## src/rtl/int_ctrl_n.sv

```systemverilog
// Parametrised interrupt controller: synchronised edge/level sources, fixed-priority
// selection and a single-level trap entry/exit handshake with the CSR file.
module int_ctrl_n #(
  parameter int NUM_SRC     = 8,
  parameter int IDX_WIDTH   = 4,
  parameter int SYNC_STAGES = 2
) (
  input  logic                 clk,
  input  logic                 rst_n,
  input  logic [NUM_SRC-1:0]   irq_src,
  input  logic [NUM_SRC-1:0]   irq_edge_mode,
  input  logic [NUM_SRC-1:0]   irq_en,
  input  logic                 int_mstatus_mie,
  input  logic                 mret_en,
  output logic                 trap_entry_en,
  output logic                 trap_exit_en,
  output logic [IDX_WIDTH-1:0] int_index,
  output logic                 int_active,
  output logic [NUM_SRC-1:0]   irq_pending
);

  typedef enum logic [1:0] {
    IDLE   = 2'd0,
    ENTRY  = 2'd1,
    ACTIVE = 2'd2,
    EXIT   = 2'd3
  } state_e;

  state_e state_q, state_d;

  logic [SYNC_STAGES-1:0][NUM_SRC-1:0] sync_q;
  logic [NUM_SRC-1:0]   sync_d_q;
  logic [NUM_SRC-1:0]   sync_now;
  logic [NUM_SRC-1:0]   rise;
  logic [NUM_SRC-1:0]   pend_q, pend_d;
  logic [NUM_SRC-1:0]   req;
  logic [NUM_SRC-1:0]   clr;
  logic [IDX_WIDTH-1:0] idx_q, idx_d;
  logic [IDX_WIDTH-1:0] sel;
  logic                 any_req;
  logic                 take;

  // Stage 0 captures the raw line; the last stage is the usable synchronised value.
  always_ff @(posedge clk or negedge rst_n) begin
    if (!rst_n) begin
      sync_q   <= '0;
      sync_d_q <= '0;
    end else begin
      sync_q   <= {sync_q[SYNC_STAGES-2:0], irq_src};
      sync_d_q <= sync_q[SYNC_STAGES-1];
    end
  end

  assign sync_now = sync_q[SYNC_STAGES-1];
  assign rise     = sync_now & ~sync_d_q;
  assign req      = pend_q & irq_en;

  // Lowest index wins: scan downward so the last hit is the smallest index.
  always_comb begin
    sel     = '0;
    any_req = 1'b0;
    for (int i = NUM_SRC - 1; i >= 0; i--) begin
      if (req[i]) begin
        sel     = IDX_WIDTH'(i);
        any_req = 1'b1;
      end
    end
  end

  assign take = (state_q == IDLE) && any_req && int_mstatus_mie;

  // A fresh edge in the same cycle as the clear keeps the bit set, queueing one event.
  for (genvar gi = 0; gi < NUM_SRC; gi++) begin : g_pend
    assign clr[gi]    = take && (sel == IDX_WIDTH'(gi));
    assign pend_d[gi] = irq_edge_mode[gi] ? (rise[gi] | (pend_q[gi] & ~clr[gi]))
                                          : sync_now[gi];
  end

  assign idx_d = take ? sel : idx_q;

  always_ff @(posedge clk or negedge rst_n) begin
    if (!rst_n) begin
      state_q <= IDLE;
      pend_q  <= '0;
      idx_q   <= '0;
    end else begin
      state_q <= state_d;
      pend_q  <= pend_d;
      idx_q   <= idx_d;
    end
  end

  always_comb begin
    state_d = state_q;
    case (state_q)
      IDLE:    if (take) state_d = ENTRY;
      ENTRY:   state_d = ACTIVE;
      ACTIVE:  if (mret_en) state_d = EXIT;
      EXIT:    state_d = IDLE;
      default: state_d = IDLE;
    endcase
  end

  always_comb begin
    trap_entry_en = (state_q == ENTRY);
    trap_exit_en  = (state_q == EXIT);
    int_active    = (state_q != IDLE);
  end

  assign int_index   = idx_q;
  assign irq_pending = pend_q;

endmodule

```

## config.mk

```make
export PLATFORM = sky130hd
export DESIGN_NAME = int_ctrl_n
export DESIGN_NICKNAME = d
export VERILOG_FILES = /design/src/rtl/int_ctrl_n.sv
export SDC_FILE = /design/constraint.sdc
export NUM_CORES = 1
export LEC_CHECK = 0
export CAP_MARGIN = 20
export CORE_ASPECT_RATIO = 1.1
export CORE_MARGIN = 4
export CORE_UTILIZATION = 46
export DETAILED_ROUTE_END_ITERATION = 8
export GPL_ROUTABILITY_DRIVEN = 0
export GPL_TIMING_DRIVEN = 0
export PLACE_DENSITY = 0.84
export SLEW_MARGIN = 20
export SYNTH_ARGS = -nofsm -noshare
export SYNTH_HDL_FRONTEND = slang
export SYNTH_SLANG_ARGS = --single-unit
```

## constraint.sdc

```tcl
create_clock -name clk -period 2 [get_ports clk]
set_input_delay 0.4 -clock clk [delete_from_list [all_inputs] [get_ports clk]]
set_output_delay 0.4 -clock clk [all_outputs]
set_load 0.02 [all_outputs]
```

After elaboration in Yosys (flattened, before gate mapping)
Cells that the tools add are included.

word-level totals
  flip-flop bits (word level) = 38
  input port bits = 28
  output and inout bits = 15
  logic and storage cells = 86

operators by class
  eq/ne operators = 12
  muxes and demuxes = 27
  bitwise logic cells = 27
  reduce and logical (&&, ||, !) cells = 14

operator list
  operator                                                               number
  4-bit two-way mux                                                      7
  8-bit AND                                                              2
  4-bit by 3-bit equality test with 1-bit output, second input constant  4
  1-bit two-way mux                                                      16
  1-bit logical AND                                                      10
  1-bit AND                                                              8
  4-bit by 2-bit equality test with 1-bit output, second input constant  2
  1-bit NOT                                                              8
  8-bit NOT                                                              1
  1-bit OR                                                               8
  2-bit one-hot mux with 4 select lines                                  1
  2-bit equality test, second input constant                             2
  4-bit by 1-bit equality test with 1-bit output, second input constant  1
  4-bit zero test                                                        1
  2-bit two-way mux                                                      2
  2-bit != test, second input constant                                   2
  3-bit two-way mux                                                      1
  2-bit by 1-bit equality test with 1-bit output, second input constant  1
  2-bit zero test                                                        1
  2-bit AND reduction                                                    1
  2-bit nonzero test                                                     1

Logic depth before layout (Yosys ltp)
  depth in word-level cells = 16
  gate-level depth with buffers = 6
  depth with buffers taken out = 6

Least setup slack after synthesis
No wires, ideal clock.

  path kind = register to register
  start = register pend_q[2] (netlist: irq_pending[2])
  end = register state_q[1]
  library setup time = 0.125 ns
  data arrival time = 1.541 ns
  data required time = 1.875 ns
  slack = 0.334 ns
  stages on the path, launching flop included = 5
  path buffers = 0
  period minus slack after synthesis = 1.666 ns
  cells stage by stage = dfrtp_1 -> a22o_4 -> o41ai_4 -> a21oi_2 -> mux2_4

between the ends
  longest elaborated chain between the ends = 8

ends and longest elaborated chain
  item                             line  source
  from (decl)                      35    logic [NUM_SRC-1:0] pend_q, pend_d;
  from (signal assigned)           88    pend_q <= pend_d;
  8-bit AND                        56    assign req = pend_q & irq_en;
  1-bit two-way mux (3 in series)  63    if (req[i]) begin
  1-bit logical AND (2 in series)  70    assign take = (state_q == IDLE) && any_req && int_mstatus_mie;
  2-bit != test (no line)          --
  2-bit AND reduction (no line)    --
  to (signal assigned)             87    state_q <= state_d;
  to (decl)                        29    state_e state_q, state_d;

No other way between the ends.
A chain may end at the register's enable or synchronous reset.

Final worst setup path
  start = register state_q[0]
  end = output int_active

between the ends
  longest elaborated chain between the ends = 1

ends and longest elaborated chain
  item                line  source
  2-bit nonzero test  107   int_active = (state_q != IDLE);
  to (decl)           18    output logic int_active,

No other way between the ends.

==> impl_metrics.yaml <==
status:
  outcome: "completed"
sta:
  drv_slew: 0
  finalCriticalPeriod_ns: 1.88
  fmax_ghz: 0.533
  tns_ns: 0
  fin_crit_sh_pct: 93.8
  grt_setup_unrepaired: "no"
  finalSetupViolCount: 0
  skew_ns: 0.00777
  hold_viol: 0
logic_synthesis:
  yosysWarnings: 0
  ys_seq_area_share_pct: 62.8
  postSynth.asyncResetShare_pct: 100
  synthCells: 115
  synth_flop_cell: "dfrtp_1"
  ys_ff_latch: 37
  synth_top_area_share_pct: 62.8
  synth-edff-count: 0
  yosys-top-cells-area: "dfrtp_1 63%, a21oi_1 5.8%, ha_1 4.2%"
  yosys-top-cells-count: "37 x dfrtp_1, 17 x a21oi_1, 11 x nand2_1, 6 x a22oi_1, 5 x ha_1"
  synth.largest_area_cell: "dfrtp_1"
  syn_area_sq_um: 1480
  syn_area_per_cell_sq_um: 12.8
  synth_cell_types: 29
  synth_nets: 148
  synth.most_common_cell: "dfrtp_1"
worst_setup_path:
  r2r_cells: 6
  crit_chain: "inv_1, ha_4, inv_1, dlygate4sd2_1"
  crit_path_top_delay_cell: "dfrtp_1"
  r2r-end: "irq_pending[6]$_DFF_PN0_"
  startpoint_type: "flop"
  crit_type: "reg -> out"
  arrival_ns: 1.48
  r2r_setup_slack_ns: 0.30
  cp_slowest_stage_delay_ns: 0.44
  path_common_cell: "inv_1"
  required_ns: 1.60
  critPathCaptureType: "primary output"
  crit_fanout: 5
  r2r_start: "state_q[0]$_DFFE_PN0P_"
clock_tree:
  clkLatencyLatePin_ns: 0.34
  post_cts_buffers: 0
  ctsLongestPathBuffers: 2
  cts-htree-levels: 2
  root_buffer: "clkbuf_4"
  path_clk_slew_ns: 0.11
  cts_buffers: 5
  cts_sinks: 37
  cts_tree: "done"
routing:
  met1Wirelength_mm: 1.22
  wl_mm: 3.19
  drt_iter0_markers: 43
  vias: 1110
  remaining_drc_errors: 0
  routedWlPerCell_um: 15.9
  antenna_left: 0
  first_pass_iters: 4
  via_per_inst: 5.55
  top_layer: "met4"
  wl_met2_mm: 1.66
  wl_met3_um: 179
final_layout:
  final_util_pct: 67.6
  final_nets: 198
  syn_to_final_growth_pct: 40.8
  instances_no_fill: 200
  layout-drive-gt1-share_pct: 11.4
  n_antenna_cell: 0
  fillers: 239
die:
  fp.dieW_um: 62.0
  initial_core_util_pct: 48.0
  dieArea_sq_um: 4180
  core_sq_um: 3070
  pin_count: 43
  fp.dieH_um: 67.4
  fp-row-count: 21
global_routing:
  grt_max_degree: 26
  grt_pass1_wl_mm: 5.64
  gr-usage-all-layers_pct: 18.9
  antenna_found_initial: 0
  grt_pass1_vias: 1242
  grt_remaining_overflow: 0
placed_design:
  dp_hpwl_mm: 2.51
  port_buffers: 41
  placed_cells: 191
pwr:
  power.density_nw_per_um2: 1100
  peakVddDrop_mv: 0.690
  power_leakage_nw: 0.910
  finalPower_mw: 2.28
min_path:
  min_path_type: "reg -> reg"
  min_from: "sync_q[2]$_DFF_PN0_"
  holdPathEnd: "sync_now[2]$_DFF_PN0_"
  hold_depth: 0
job:
  drv_cap: 0
==> placed cells by master (no fill, tap or decap), types with 2 or more instances in the layout <==
| master | instances |
|---|---|
| clkdlybuf4s50_1 | 37 |
| a22oi_1 | 6 |
| a22o_4 | 2 |
| nor4_1 | 2 |
| dlygate4sd2_1 | 2 |
| a22o_1 | 2 |
| nor2_1 | 4 |
| bufinv_16 | 2 |
| dfrtp_1 | 37 |
| a21boi_0 | 4 |
| a21oi_1 | 17 |
| nand3_1 | 2 |
| inv_1 | 4 |
| clkbuf_4 | 5 |
| nand2_1 | 11 |
| ha_1 | 4 |
| a32o_1 | 3 |
==> worst max-delay path: cells and delay by family, from the launching register on <==
family	cells	cell delay (ns)
DFF	1	0.44
buffers and inverters	3	0.51
adders and majority gates	1	0.19
==> registers in the layout (all words and copies together), names as in the netlist <==
signal	cells
sync_now	8
sync_q	8
sync_d_q	8
irq_pending	8
int_index	3
state_q	2
==> metrics by stage <==
stage               worst slack [ns]  hold slack [ns]  area (sq um)
floorplan                      0.334            0.104          1480
global placement              -0.196            0.332          1930
detailed placement           -0.0871            0.317          1950
CTS                           0.0151            0.359          2060
global route                  0.0252            0.376          2080
finish                         0.124            0.357          2080
==> kinds of logic (layout without fill, tap and decap cells) <==
| kind of cell | after synthesis | count (layout) | synth area share, % |
|---|---|---|---|
| AO/OA/AOI/OAI | 43 | 43 | 22.8 |
| adder cells (fa/ha/maj) | 5 | 5 | 4.24 |
| buffers and inverters | 5 | 56 | 1.53 |
| flip-flops | 37 | 37 | 62.8 |
| multiplexers | 2 | 2 | 1.78 |
| other | 1 | 1 | 0.254 |
| AND/OR/NAND/NOR | 22 | 22 | 6.62 |
==> worst max-delay path by stage <==
stage,from,endpoint,slack [ns],depth (start not counted)
CTS,state_q[0]$_DFFE_PN0P_,trap_exit_en,0.02,2
detailed placement,irq_en[2],state_q[1]$_DFFE_PN0P_,-0.09,5
floorplan,irq_pending[2]$_DFF_PN0_,state_q[1]$_DFFE_PN0P_,0.33,4
global route,state_q[0]$_DFFE_PN0P_,int_active,0.03,4
finish,state_q[0]$_DFFE_PN0P_,int_active,0.12,4
global placement,rst_n,sync_q[3]$_DFF_PN0_,-0.20,1
==> cell type report <==
type	count	area (sq um)	area share [%]
multi-input cells	73	541	26.0
repair buffers	43	443	21.3
well taps	34	42.5	2.05
plain buffers	1	7.51	0.361
flip-flops and latches	37	926	44.6
clock buffers	5	37.5	1.81
inverters	4	15.0	0.723
clock inverters	3	65.1	3.13
==> routing by layer <==
layer / track usage (%) / vias up
li1: - / 523
met1: 20.8 / 537
met2: 29.9 / 38
met3: 6.31 / 12
met4: 13.3 / 0
met5: 0 / -
==> where the power goes <==
| part | internal, mW | leakage (nW) | switching, mW |
|---|---|---|---|
| combinational | 0.363 | 0.424 | 0.360 |
| clock | 0.387 | 0.0552 | 0.241 |
| sequential | 0.844 | 0.430 | 0.0814 |
| total | 1.59 | 0.910 | 0.683 |
==> what timing repair did <==
| action | CTS | global route |
|---|---|---|
| endpoints found under the hold margin | 12 | 0 |
| hold buffers | 1 | 0 |
| setup endpoints to repair | 2 | 4 |
| gates resized for setup | 2 | 5 |
No activity file was read; power rests on OpenSTA's default activity.
==> RTL edit 1 (same settings) <==
Re-encode `state_e` (4 states) as Gray code, 2 bits wide.
--- a/src/rtl/int_ctrl_n.sv
+++ b/src/rtl/int_ctrl_n.sv
@@ -20,10 +20,10 @@
 );
 
   typedef enum logic [1:0] {
-    IDLE   = 2'd0,
-    ENTRY  = 2'd1,
-    ACTIVE = 2'd2,
-    EXIT   = 2'd3
+    IDLE   = 2'b00,
+    ENTRY  = 2'b01,
+    ACTIVE = 2'b11,
+    EXIT   = 2'b10
   } state_e;
 
   state_e state_q, state_d;
Behaviour: no difference found for any inputs over 10 cycles, from zero or initial values and one cycle with rst_n low; not proved beyond that.
==> RTL edit 1 against the original RTL <==
- synthesized area down 7.5%
- die area down 6.6%
- routed wire length down 14%
- design area down 8.5%
- worst setup slack worse by 46 ps
- first-iteration DRC count down 21%
- sequential cell count unchanged
- total power down 18%
==> RTL edit 1: results (changes against the original RTL) <==
| Metric | Value |
|---|---|
| Result of the run | finished, final reports clean |
| Finished Core Util | 0.6781 (+0.002504) |
| RR Startpoint | state_q[1]$_DFFE_PN0P_ |
| Arrival time at the worst endpoint | 1520 ps (+40 ps) |
| Area of all sequential standard cells | 928.4 µm² (+0.27%) |
| Vias post-DR | 989 (-11%) |
| Worst-case setup slack after placement | -2.488 ps (+84.56 ps) |
| Sequential share of the synthesized area | 0.6783 (+0.05063) |
| Violation count after the first detailed-routing iteration | 34 (-21%) |
| Count of nets after finishing | 180 (-9.1%) |
| Unique cell type count in the Yosys netlist | 30 (+3.4%) |
| Inverter count of the layout excluding clock inverters | 0 (-4) |
| Synth top area cells | sky130_fd_sc_hd__dfrtp_1, sky130_fd_sc_hd__nand2_1, sky130_fd_sc_hd__a22oi_4 |
| Fmax achieved | 520.2 MHz (-2.4%) |
| End of the critical path | trap_exit_en |
| R2R Setup Slk | 450 ps (+150 ps) |
| Clock-cell share of area | 0.02897 (-0.02043) |
| Mean instance size in the synthesized netlist | 13.38 µm² (+4.3%) |
| Placed insts | 177 (-7.3%) |
| Proportion of cell area occupied by multi-input gates | 0.2251 (-0.03509) |
| Bufs w/o clock | 45 (+2.3%) |
| Worst Hold Endpoint | sync_now[5]$_DFF_PN0_ |
| Origin of the worst min-delay path | sync_q[5]$_DFF_PN0_ |
| Multi-input logic cell count | 63 (-14%) |
| Largest vdd supply drop | 704.8 µV (+2.1%) |
| Vias in the first global route | 1089 (-12%) |
| Detailed-routed wire length on met2 | 1.542 mm (-7.2%) |
| Synthesized net count | 130 (-12%) |
| Most frequent cells after synthesis | sky130_fd_sc_hd__dfrtp_1, sky130_fd_sc_hd__nand2_1, sky130_fd_sc_hd__a21oi_1 |
| Avg WL per Cell | 14.91 µm (-6.5%) |
| CP max-delay cell | sky130_fd_sc_hd__clkdlybuf4s50_1 |
RTL edit 1: kinds of logic after synthesis:
kind of cell,Yosys count,share of synthesized area
AO/OA/AOI/OAI,29,0.1797
buffers and inverters,2,0.008249
flip-flops,37,0.6783
multiplexers,1,0.01100
other,1,0.002747
AND/OR/NAND/NOR,32,0.1201
RTL edit 1: where the power goes:
part / switching [mW] / internal, mW
combinational: 0.259 / 0.290
clock: 0.214 / 0.166
sequential: 0.0906 / 0.845
RTL edit 1: what timing repair did:
item	4_1_cts	5_1_grt
hold buffers	1	0
endpoints found under the hold margin	8	0
resized for setup	2	2
endpoints found under the setup margin	2	2
RTL edit 1: layer usage:
metal,vias to the layer above,global-route usage
li1,469,-
met1,486,0.1785
met2,29,0.2892
met3,5,0.06090
met4,0,0.05817
met5,-,0
==> RTL edit 2 (same settings) <==
Without the edit above. `IDX_WIDTH`: 4 -> 6.
--- a/src/rtl/int_ctrl_n.sv
+++ b/src/rtl/int_ctrl_n.sv
@@ -2,7 +2,7 @@
 // selection and a single-level trap entry/exit handshake with the CSR file.
 module int_ctrl_n #(
   parameter int NUM_SRC     = 8,
-  parameter int IDX_WIDTH   = 4,
+  parameter int IDX_WIDTH   = 6,
   parameter int SYNC_STAGES = 2
 ) (
   input  logic                 clk,
Interface: changed (resized int_index); port bits go from 43 to 45. No check against the original RTL was run, so the function may have changed too.
==> RTL edit 2 against the original RTL <==
- synthesized area up 1.0%
- routed wire length is 5.0% lower
- design area down 2.3%
- die area is 0.90% higher
- critical path type unchanged
- combinational power is 4.1% lower
- worst setup slack got worse by 14 ps
- largest power group unchanged
- sequential cell count is the same
- total power decreased by 13%
==> RTL edit 2: results (changes against the original RTL) <==
| Metric | Value |
|---|---|
| Filler Cells Inserted | 233 (-2.5%) |
| Share of synthesized registers carrying an async set or reset | 1.000 (unchanged) |
| Clock insertion delay at the later pin of the skew report | 330 ps |
| Cell chosen for the clock root | sky130_fd_sc_hd__clkbuf_4 |
| Initial antenna violation count | 0 (unchanged) |
| DRT Wirelength | 3.030 mm (-5.0%) |
| Count of nets after finishing | 202 (+2.0%) |
| Most frequent cells after synthesis | sky130_fd_sc_hd__dfrtp_1, sky130_fd_sc_hd__a21oi_1, sky130_fd_sc_hd__nand2_1 |
| Deepest level of the CTS H-tree | 2 (unchanged) |
| Synth top area cells | sky130_fd_sc_hd__dfrtp_1, sky130_fd_sc_hd__a21oi_1, sky130_fd_sc_hd__ha_1 |
| Drt via density | 5.402 (-2.7%) |
| Final Skew | 7.122 ps (-0.6499 ps) |
| Number of warnings reported in the yosys synthesis log | 0 (unchanged) |
| Vias in the first global route | 1241 (-0.081%) |
| Number of buffers added by the clock tree synthesis step | 5 (unchanged) |
| Dominant synthesized flop cell | sky130_fd_sc_hd__dfrtp_1 |
| Number of post-CTS setup repair buffers | 0 (unchanged) |
| Avg WL per Cell | 14.85 µm (-6.8%) |
| Mean instance size in the synthesized netlist | 12.74 µm² (-0.71%) |
| Top fanout value on the critical path | 5 (unchanged) |
| Half-perimeter wire length after detailed placement | 2.442 mm (-2.7%) |
| Sequential share of the synthesized area | 0.6213 (-0.006324) |
| CP max-delay cell | sky130_fd_sc_hd__dfrtp_1 |
| Reported leakage power | 0.8989 nW (-1.2%) |
| N_diodes | 0 (unchanged) |
| Type of the worst min-delay path | reg -> reg |
| Maximum cell stage delay along the critical path | 430 ps |
| Layout cells sized above 1 | 0.1176 (+0.003189) |
| First-pass iteration count of the detailed router | 4 (unchanged) |
| Post-synth EDFFs | 0 (unchanged) |
| Clock-pin slew of the registers on the worst-case setup and hold paths | 110 ps (about the same) |
| Total routing resource utilization after global routing | 0.1624 (-0.02665) |
| Number of buffers between clock root and the deepest sink | 2 (unchanged) |
| Violation count after the first detailed-routing iteration | 33 (-23%) |
| Count of buffers from port buffering | 41 (unchanged) |
| Wire length of the first global-routing pass | 5.333 mm (-5.4%) |
| Pin count of the biggest net entering global routing | 29 (+12%) |
| Unique cell type count in the Yosys netlist | 29 (unchanged) |
| Result of the run | finished, final reports clean |
| Largest vdd supply drop | 705.2 µV (+2.1%) |
| Placed insts | 195 (+2.1%) |
| Crit path max-delay family | buffers and inverters |
| Int Pwr | 1.324 mW (-17%) |
| Arrival time at the worst endpoint | between 1000 and 1500 ps |
## RTL edit 2: changes by cell type after synthesis
| cell | delta |
|---|---|
| sky130_fd_sc_hd__buf_4 | +2 |
## RTL edit 2: area by class of cell
cell class	instances	area (µm²)	area share
Buffer	3	22.52	0.01110
Clock buffer	6	41.29	0.02035
Clock inverter	2	10.01	0.004932
Inverter	4	15.01	0.007398
Multi-Input combinational cell	75	536.8	0.2645
Sequential cell	37	925.9	0.4562
Tap cell	34	42.54	0.02096
Timing Repair Buffer	43	435.4	0.2145
## RTL edit 2: worst paths after layout
path,endpoint,cells after the start,startpoint,slack [ps]
worst max register to register,irq_pending[6]$_DFF_PN0_,6,state_q[0]$_DFFE_PN0P_,260
worst max-delay path,int_active,4,state_q[0]$_DFFE_PN0P_,110
min in group asynchronous,sync_d_q[6]$_DFF_PN0_,2,rst_n,440
worst min-delay path,sync_now[2]$_DFF_PN0_,0,sync_q[2]$_DFF_PN0_,360
worst min register to register,sync_now[2]$_DFF_PN0_,0,sync_q[2]$_DFF_PN0_,360
max in group asynchronous,int_index[1]$_DFFE_PN0P_,3,rst_n,1140
## RTL edit 2: cell families after synthesis
family                     synth area share
other                              0.002516
adders and majority gates           0.04198
and+or+nand+nor                     0.06550
AOI/OAI and AO/OA                    0.2259
DFF                                  0.6213
buffers and inverters               0.02518
muxes                               0.01763
## RTL edit 2: what timing repair did
action,CTS,global route
endpoints found under the hold margin,9,0
pin swaps,0,0
hold buffers,1,0
endpoints found under the setup margin,2,3
resized for setup,2,3
## RTL edit 2: stage by stage
step	power, mW	cell area (µm²)	worst slack (ps)	util
floorplan	1.330	1498	333.7	-
global placement	1.600	1951	-188.0	0.6345
detailed placement	1.646	1966	-74.46	0.6394
CTS	2.003	2024	52.20	0.6585
global route	2.103	2029	15.72	0.6602
finish	1.976	2029	110.3	0.6602
## RTL edit 2: layer usage
| metal | wire length [µm] | track usage | vias up |
|---|---|---|---|
| li1 | - | - | 528 |
| met1 | 1212 | 0.1681 | 533 |
| met2 | 1561 | 0.2902 | 33 |
| met3 | 195 | 0.06323 | 8 |
| met4 | 61 | 0.07958 | 0 |
| met5 | 0 | 0 | - |
## RTL edit 2: worst register-to-register path, delay by kind of cell, from the launching register on
family          cells  cell delay (ps)
compound gates      2              430
fa+ha+maj           1              240
buf+inv             1              130
flops               1              430
simple gates        2              400
## RTL edit 2: power by group through the flow
stage / clock network, mW / registers [mW] / logic [mW]
global route: 0.412 / 0.937 / 0.754
finish: 0.360 / 0.923 / 0.694
detailed placement: 0 / 0.939 / 0.707
CTS: 0.381 / 0.924 / 0.698
floorplan: 0 / 0.979 / 0.351
global placement: 0 / 0.929 / 0.671
